<file path="src/rtl/dcache_refill_ctrl.sv">
// Memory-side controller for a direct-mapped, write-through (no-allocate) data cache.
// Defining DCACHE_STATS_EN adds saturating counters: stat_loads, stat_load_miss, stat_stores.
module dcache_refill_ctrl #(
  parameter int INDEX_WIDTH = 3,
  parameter int TAG_WIDTH   = 27,
  parameter int MEM_TIMEOUT = 255
) (
  input  logic                   clk,
  input  logic                   rst,
  input  logic                   lk_valid,
  input  logic                   lk_we,
  input  logic                   lk_hit,
  input  logic [31:0]            lk_addr,
  input  logic [31:0]            lk_wdata,
  output logic                   stall,
  output logic                   fill_en,
  output logic [INDEX_WIDTH-1:0] fill_index,
  output logic [TAG_WIDTH-1:0]   fill_tag,
  output logic [31:0]            fill_data,
  output logic                   resp_valid,
  output logic [31:0]            resp_data,
  output logic                   mem_req,
  output logic                   mem_we,
  output logic [31:0]            mem_addr,
  output logic [31:0]            mem_wdata,
  input  logic                   mem_ready,
  input  logic [31:0]            mem_rdata,
`ifdef DCACHE_STATS_EN
  output logic [31:0]            stat_loads,
  output logic [31:0]            stat_load_miss,
  output logic [31:0]            stat_stores,
`endif
  output logic                   err
);

  localparam int CNT_WIDTH = (MEM_TIMEOUT > 1) ? $clog2(MEM_TIMEOUT) : 1;
  localparam logic [CNT_WIDTH-1:0] CNT_LAST = CNT_WIDTH'(MEM_TIMEOUT - 1);

  typedef enum logic [1:0] {IDLE, RD_REQ, WR_REQ, FILL} state_t;

  state_t                 state_q, state_d;
  logic [CNT_WIDTH-1:0]   cnt_q;
  logic [31:0]            rdata_q;
  logic                   in_req;
  logic                   timeout;
  logic                   accept;
  logic [INDEX_WIDTH-1:0] lk_index, req_index;
  logic [TAG_WIDTH-1:0]   lk_tag, req_tag;
  logic                   unused_addr_bits;

  assign lk_index         = lk_addr[INDEX_WIDTH+1:2];
  assign lk_tag           = lk_addr[31:INDEX_WIDTH+2];
  assign req_index        = mem_addr[INDEX_WIDTH+1:2];
  assign req_tag          = mem_addr[31:INDEX_WIDTH+2];
  assign unused_addr_bits = ^lk_addr[1:0];

  assign in_req  = (state_q == RD_REQ) || (state_q == WR_REQ);
  assign timeout = in_req && !mem_ready && (cnt_q == CNT_LAST);
  assign accept  = (state_q == IDLE) && lk_valid && (lk_we || !lk_hit);

  // Strobes are gated by rst so an aborted transaction never leaks a fill or response.
  always_comb begin
    // NOTE: every output gets a default before the case so no path leaves it unassigned (no latches).
    state_d    = state_q;
    stall      = 1'b0;
    fill_en    = 1'b0;
    fill_index = '0;
    fill_tag   = '0;
    fill_data  = '0;
    resp_valid = 1'b0;
    resp_data  = '0;
    if (!rst) begin
      unique case (state_q)
        IDLE: begin
          if (accept) begin
            stall   = 1'b1;
            state_d = lk_we ? WR_REQ : RD_REQ;
            if (lk_we && lk_hit) begin
              fill_en    = 1'b1;
              fill_index = lk_index;
              fill_tag   = lk_tag;
              fill_data  = lk_wdata;
            end
          end
        end
        RD_REQ: begin
          stall = 1'b1;
          if (mem_ready) begin
            state_d = FILL;
          end else if (timeout) begin
            resp_valid = 1'b1;
            state_d    = IDLE;
          end
        end
        WR_REQ: begin
          stall = 1'b1;
          if (mem_ready || timeout) state_d = IDLE;
        end
        FILL: begin
          stall      = 1'b1;
          fill_en    = 1'b1;
          fill_index = req_index;
          fill_tag   = req_tag;
          fill_data  = rdata_q;
          resp_valid = 1'b1;
          resp_data  = rdata_q;
          state_d    = IDLE;
        end
      endcase
    end
  end

  always_ff @(posedge clk) begin
    // NOTE: sequential state uses non-blocking assignments so every flop samples pre-edge values.
    if (rst) begin
      state_q   <= IDLE;
      cnt_q     <= '0;
      rdata_q   <= '0;
      mem_req   <= 1'b0;
      mem_we    <= 1'b0;
      mem_addr  <= '0;
      mem_wdata <= '0;
      err       <= 1'b0;
    end else begin
      state_q <= state_d;
      if (accept) begin
        mem_req  <= 1'b1;
        mem_we   <= lk_we;
        mem_addr <= {lk_addr[31:2], 2'b00};
        cnt_q    <= '0;
        if (lk_we) mem_wdata <= lk_wdata;
      end else if (in_req) begin
        cnt_q <= cnt_q + 1'b1;
        // mem_ready takes priority over a timeout landing in the same cycle.
        if (mem_ready) begin
          mem_req <= 1'b0;
          mem_we  <= 1'b0;
          if (state_q == RD_REQ) rdata_q <= mem_rdata;
        end else if (timeout) begin
          mem_req <= 1'b0;
          mem_we  <= 1'b0;
          err     <= 1'b1;
        end
      end
    end
  end

`ifdef DCACHE_STATS_EN
  logic take_load, take_store;
  assign take_load  = (state_q == IDLE) && lk_valid && !lk_we;
  assign take_store = (state_q == IDLE) && lk_valid && lk_we;

  always_ff @(posedge clk) begin
    if (rst) begin
      stat_loads     <= '0;
      stat_load_miss <= '0;
      stat_stores    <= '0;
    end else begin
      if (take_load && (stat_loads != '1))                 stat_loads     <= stat_loads + 32'd1;
      if (take_load && !lk_hit && (stat_load_miss != '1))  stat_load_miss <= stat_load_miss + 32'd1;
      if (take_store && (stat_stores != '1))               stat_stores    <= stat_stores + 32'd1;
    end
  end
`endif

endmodule

</file>
<file path="config.mk">
export PLATFORM = sky130hd
export DESIGN_NAME = dcache_refill_ctrl
export DESIGN_NICKNAME = d
export VERILOG_FILES = /design/src/rtl/dcache_refill_ctrl.sv
export SDC_FILE = /design/constraint.sdc
export NUM_CORES = 1
export LEC_CHECK = 0
export CAP_MARGIN = 20
export CORE_ASPECT_RATIO = 0.5
export CORE_MARGIN = 1.5
export CORE_UTILIZATION = 35
export DETAILED_ROUTE_END_ITERATION = 10
export HOLD_SLACK_MARGIN = 0.05
export PLACE_DENSITY = 0.7
export SYNTH_ARGS = -nofsm -noshare
export SYNTH_HDL_FRONTEND = slang
export SYNTH_SLANG_ARGS = --single-unit
</file>
<file path="constraint.sdc">
create_clock -name clk -period 4.1 [get_ports clk]
set_input_delay 1.025 -clock clk [delete_from_list [all_inputs] [get_ports clk]]
set_output_delay 1.025 -clock clk [all_outputs]
set_load 0.02 [all_outputs]
</file>
==> results of run 1 <==
## worst paths after layout
path	start	to	slack [ns]
max	lk_valid	fill_tag[22]	0.11
min	mem_wdata[29]	mem_wdata[29]	0.45
max reg2reg	state_q[0]	rdata_q[6]	1.83
min reg2reg	mem_wdata[29]	mem_wdata[29]	0.45
## cells in the mapped netlist, drive strengths merged
library cell	count	area, um^2
clkbuf	34	128
and2	34	215
nor2b	2	12.5
a21oi	98	490
nand4	4	25.0
conb	1	3.75
a2111oi	3	26.3
and3	2	12.5
a311oi	2	17.5
xor2	6	52.6
buf	26	184
and4	1	8.76
o21ba	1	10.0
nand2	191	717
xnor2	1	8.76
o21ai	1	5.00
nand3	5	25.0
o21bai	1	7.51
or2	2	12.5
ha	8	100
nand2b	1	6.26
a211oi	2	15.0
nor3	8	40.0
inv	4	15.0
a22oi	62	761
o21a	2	15.0
nor2	70	263
a21boi	1	7.51
dfxtp	107	2140
## power groups by stage
stage	clock network, W	registers [W]	logic, W
6_report	0.000952	0.00130	0.00121
5_1_grt	0.00102	0.00132	0.00131
4_1_cts	0.000978	0.00130	0.00122
3_5_place_dp	0	0.00132	0.00121
3_3_place_gp	0	0.00131	0.00120
2_1_floorplan	0	0.00142	0.000575
## flip-flops by register name, summed over array words and instances, names as in the netlist
| signal | count |
|---|---|
| mem_req | 1 |
| cnt_q | 8 |
| mem_addr | 30 |
| rdata_q | 32 |
| mem_wdata | 32 |
| mem_we | 1 |
| state_q | 2 |
| err | 1 |
## logic make-up after synthesis
family          count (synthesis)  synth area share, %
flops                         107                 40.2
fa+ha+maj                       8                 1.88
compound gates                173                 25.4
other cells                     1               0.0704
xor+xnor                        7                 1.15
simple gates                  320                 25.1
buf+inv                        64                 6.13
## through the flow
stage	utilization, %	area, um^2
5_1_grt	57.4	8410
3_5_place_dp	55.1	8080
3_3_place_gp	55.1	8080
4_1_cts	57.4	8410
2_1_floorplan	-	5330
6_report	57.4	8410
## layout make-up
type	count	area, um^2
fill	1326	6250
multi-input combinational	510	2880
timing repair buffer	279	2800
sequential	107	2140
tap	198	248
clock buffer	11	243
clock inverter	5	83.8
inverter	4	15.0
## per-layer routing
layer,global-route usage (%),wire length [um]
met4,7.49,382
met3,4.40,930
met2,39.7,9120
met5,0,0
met1,25.3,7420
## worst max-delay path, stage by stage
cell             delay [ns]
clkdlybuf4s50_1        0.49
and3_1                 0.19
and2_4                 0.20
buf_12                 0.22
a22oi_2                0.07
nor2_1                 0.12
clkdlybuf4s50_1        0.62
==> out/qor.yml, run 1 <==
outcome:
  outcome: "finished clean"
power_and_ir_drop:
  p_sw_w: 0.00123
  power_w: 0.00346
  seqPwrFrac_pct: 37.6
  power_density_nw_per_um2: 411
  peakVddDrop_uv: 265
  p_int_w: 0.00223
  p_comb_share_pct: 34.9
  p_leak_nw: 2.81
  switching_share_pct: 35.5
  p_clk_share_pct: 27.5
timing:
  min_period_ns: 3.99
  tightestPinTransition_ns: 0.900
  finalCritPeriodShare_pct: 97.3
  finalWorstSetupSlack_ns: 0.111
  rsz0062_at_grt: "no"
  setup_viol: 0
  hold_viol: 0
  finClkSkew_ns: 0.00589
  holdWs_ns: 0.453
  relSlewSlack_pct: 40.0
  fmaxAchievable_ghz: 0.251
  fin_tns_setup_ns: 0
  drv_slew: 0
yosys:
  synth_seq_cells: 107
  ys_warn_count: 0
  avgSynthCellArea_um2: 7.83
  netlist_area_um2: 5330
  ys_types: 35
  ys_seq_area_share_pct: 40.2
  netlist_instances: 680
setup_path:
  path_max_fanout: 27
  critPathCaptureType: "primary output"
  reg2reg_depth: 7
  crit_arrival_ns: 2.96
  path_class: "in2out"
  required_ns: 3.07
  start_kind: "input port"
grt:
  grt_pass1_vias: 5392
  grt_max_degree: 84
  antenna_found_initial: 0
  grt_overflow: 0
  grt_pass1_wl_um: 27800
  grt_usage_pct: 21.8
finish:
  drive_gt1_share_pct: 10.9
  insertedDiodeCount: 0
  layout_common_cells: "clkdlybuf4s50_1 (258), nand2_1 (191), dfxtp_1 (107)"
  areaGrowthSynthToFinish_pct: 58.0
  final_common_cell: "clkdlybuf4s50_1"
  stdcell_count: 1114
  final_nets: 1021
hold_path:
  hp-class: "reg2reg"
  holdPathStages: 2
detailed_routing:
  ant_nets: 0
  drt_iter0_drc: 305
  drcViolationCount: 0
  drtPass1Iterations: 5
  vias_per_cell: 4.97
  drt-wirelength-per-cell_um: 16.0
  vias: 5533
  wirelength_um: 17900
die:
  die_y_um: 90.2
  core_um2: 14700
  boundaryPins: 266
  rows: 31
  design.die.area_um2: 16000
  die_w_um: 177
  initial_core_util_pct: 36.3
placed_design:
  place_congestion: 0.790
  dp_slack_ns: 0.0884
  place_inst: 1098
  numPortBuffers: 261
  dpl.hpwl_um: 12100
cts:
  cts-htree-levels: 3
  clkLatencyLatePin_ns: 0.34
  numClockSinks: 107
  cts_root_buffer: "clkbuf_16"
  path_clk_slew_ns: 0.07
  post_cts_buffers: 0
  numCtsBuffers: 9
  cts_hold_buffers: 0
  cts_tree: "built"
  cts-resized-gates: 0
  cts.path.max_buffers: 2
run:
  cap_viol_max_count: 0
(Power assumes the default switching activity.)
==> run 2, diff against run 1 <==
--- a/config.mk
+++ b/config.mk
@@ -12,6 +12,7 @@
 export DETAILED_ROUTE_END_ITERATION = 10
 export HOLD_SLACK_MARGIN = 0.05
 export PLACE_DENSITY = 0.7
+export SKIP_CTS_REPAIR_TIMING = 1
 export SYNTH_ARGS = -nofsm -noshare
 export SYNTH_HDL_FRONTEND = slang
 export SYNTH_SLANG_ARGS = --single-unit
==> results of run 2 <==
The final DEF is identical to that of run 1; final timing and power are the same.
==> run 3, diff against run 2 <==
--- a/config.mk
+++ b/config.mk
@@ -10,8 +10,9 @@
 export CORE_MARGIN = 1.5
 export CORE_UTILIZATION = 35
 export DETAILED_ROUTE_END_ITERATION = 10
+export DONT_BUFFER_PORTS = 1
 export HOLD_SLACK_MARGIN = 0.05
-export PLACE_DENSITY = 0.7
+export PLACE_DENSITY = 0.48
 export SKIP_CTS_REPAIR_TIMING = 1
 export SYNTH_ARGS = -nofsm -noshare
 export SYNTH_HDL_FRONTEND = slang
==> constraint.sdc (replaced) <==
create_clock -name clk -period 4.9 [get_ports clk]
set_input_delay 1.225 -clock clk [delete_from_list [all_inputs] [get_ports clk]]
set_output_delay 1.225 -clock clk [all_outputs]
set_load 0.02 [all_outputs]
==> run 3 against run 2 <==
Compared with the run above: utilization is 15 points lower; worst setup slack improved by 0.75 ns; sequential share of layout area rose by 9.1 points; hold slack better by 0.022 ns.
==> out/qor.yml, run 3 (synthesis results as in run 1) <==
detailed_routing:
  highest-signal-layer: "met4"
  vias: 4671
  ant_nets: 0
  vias_per_cell: 5.14
  drcViolationCount: 0
  wl_met2_um: 7350
  wl_met3_um: 1250
  wirelength_um: 15800
  drt_iter0_drc: 256
  drt-wirelength-per-cell_um: 17.4
  m1WireLength_um: 7020
  drtPass1Iterations: 4
die:
  initial_core_util_pct: 36.3
  boundaryPins: 266
  core_um2: 14700
  die_y_um: 90.2
  rows: 31
  die_w_um: 177
  design.die.area_um2: 16000
grt:
  grt_max_degree: 112
  grt_pass1_vias: 4343
  grt_pass1_wl_um: 24100
  grt_overflow: 0
  antenna_found_initial: 0
  grt_usage_pct: 19.1
placed_design:
  place_congestion: 0.758
  numPortBuffers: 0
  dpl.hpwl_um: 10600
  dpl_cell_area_um2: 5860
cts:
  cts.path.max_buffers: 2
  cts_tree: "built"
  path_clk_slew_ns: 0.07
  cts-htree-levels: 3
  numClockSinks: 107
  cts_root_buffer: "clkbuf_16"
  numCtsBuffers: 9
  clkLatencyLatePin_ns: 0.34
timing:
  holdWs_ns: 0.475
  finClkSkew_ns: 0.00545
  hold_viol: 0
  min_period_ns: 4.03
  relSlewSlack_pct: 40.7
  rsz0062_at_grt: "no"
  fin_tns_setup_ns: 0
  tightestPinTransition_ns: 0.889
  setup_viol: 0
  fmaxAchievable_ghz: 0.248
  drv_slew: 0
  finalCritPeriodShare_pct: 82.3
setup_path:
  path_max_fanout: 33
  reg2reg_from: "state_q[0]"
  critPathCaptureType: "primary output"
  path_class: "reg2out"
  required_ns: 3.67
  crit_arrival_ns: 2.81
  start_kind: "flip-flop"
  crit_start: "state_q[0]"
finish:
  insertedDiodeCount: 0
  areaGrowthSynthToFinish_pct: 16.2
  largestRegisters: "mem_wdata x32, rdata_q x32, mem_addr x30"
  final_nets: 816
  final_common_cell: "nand2_1"
  layout_common_cells: "nand2_1 (191), dfxtp_1 (107), a21oi_1 (98)"
  fin_area_um2: 6190
  drive_gt1_share_pct: 21.8
power_and_ir_drop:
  p_int_w: 0.00165
  p_clk_share_pct: 30.6
  p_sw_w: 0.000950
  p_comb_share_pct: 23.0
  p_leak_nw: 2.13
  seqPwrFrac_pct: 46.4
  peakVddDrop_uv: 176
  switching_share_pct: 36.6
  power_density_nw_per_um2: 420
outcome:
  outcome: "finished clean"
run:
  cap_viol_max_count: 0
hold_path:
  hold_start: "rdata_q[31]"
  hp-class: "reg2reg"
-- run 3: per-stage QoR --
stage	setup slack (ns)	power [W]	util (%)	std cells
3_5_place_dp	1.05	0.00183	40.0	893
6_report	0.866	0.00260	42.2	909
3_3_place_gp	1.07	0.00182	39.9	892
2_1_floorplan	1.42	0.00167	-	681
5_1_grt	0.667	0.00276	42.2	909
4_1_cts	0.826	0.00265	42.2	909
-- run 3: worst paths after layout --
check	endpoint	slack, ns	depth (start not counted)
worst max register to register	mem_addr[24]	2.54	7
worst min register to register	rdata_q[31]	0.47	2
worst min-delay path	rdata_q[31]	0.47	2
worst max-delay path	fill_data[9]	0.87	6
-- run 3: worst max-delay path, stage by stage (launching register included) --
cell     delay [ns]
dfxtp_1        0.44
inv_1          0.13
ha_1           0.50
or2_2          0.59
buf_4          0.50
nor2_1         0.11
buf_4          0.18
-- run 3: final cells by class --
| type | instances | area (um^2) |
|---|---|---|
| clock inverter | 5 | 85.1 |
| timing repair buffer | 74 | 576 |
| sequential | 107 | 2140 |
| clock buffer | 11 | 243 |
| fill | 1527 | 8470 |
| tap | 198 | 248 |
| inverter | 4 | 15.0 |
| multi-input combinational | 510 | 2880 |
-- run 3: power by group through the flow --
stage | Sequential [W] | Combinational, W | Clock, W
after CTS | 0.00121 | 0.000609 | 0.000828
after floorplan | 0.00119 | 0.000481 | 0
after detailed placement | 0.00123 | 0.000606 | 0
after global placement | 0.00123 | 0.000595 | 0
after global routing | 0.00122 | 0.000671 | 0.000860
final | 0.00121 | 0.000599 | 0.000795
-- run 3: routing by layer --
layer | GRT usage, % | up-vias
li1 | - | 2321
met1 | 24.5 | 2160
met2 | 31.6 | 177
met3 | 5.71 | 13
met4 | 4.27 | 0
met5 | 0 | -
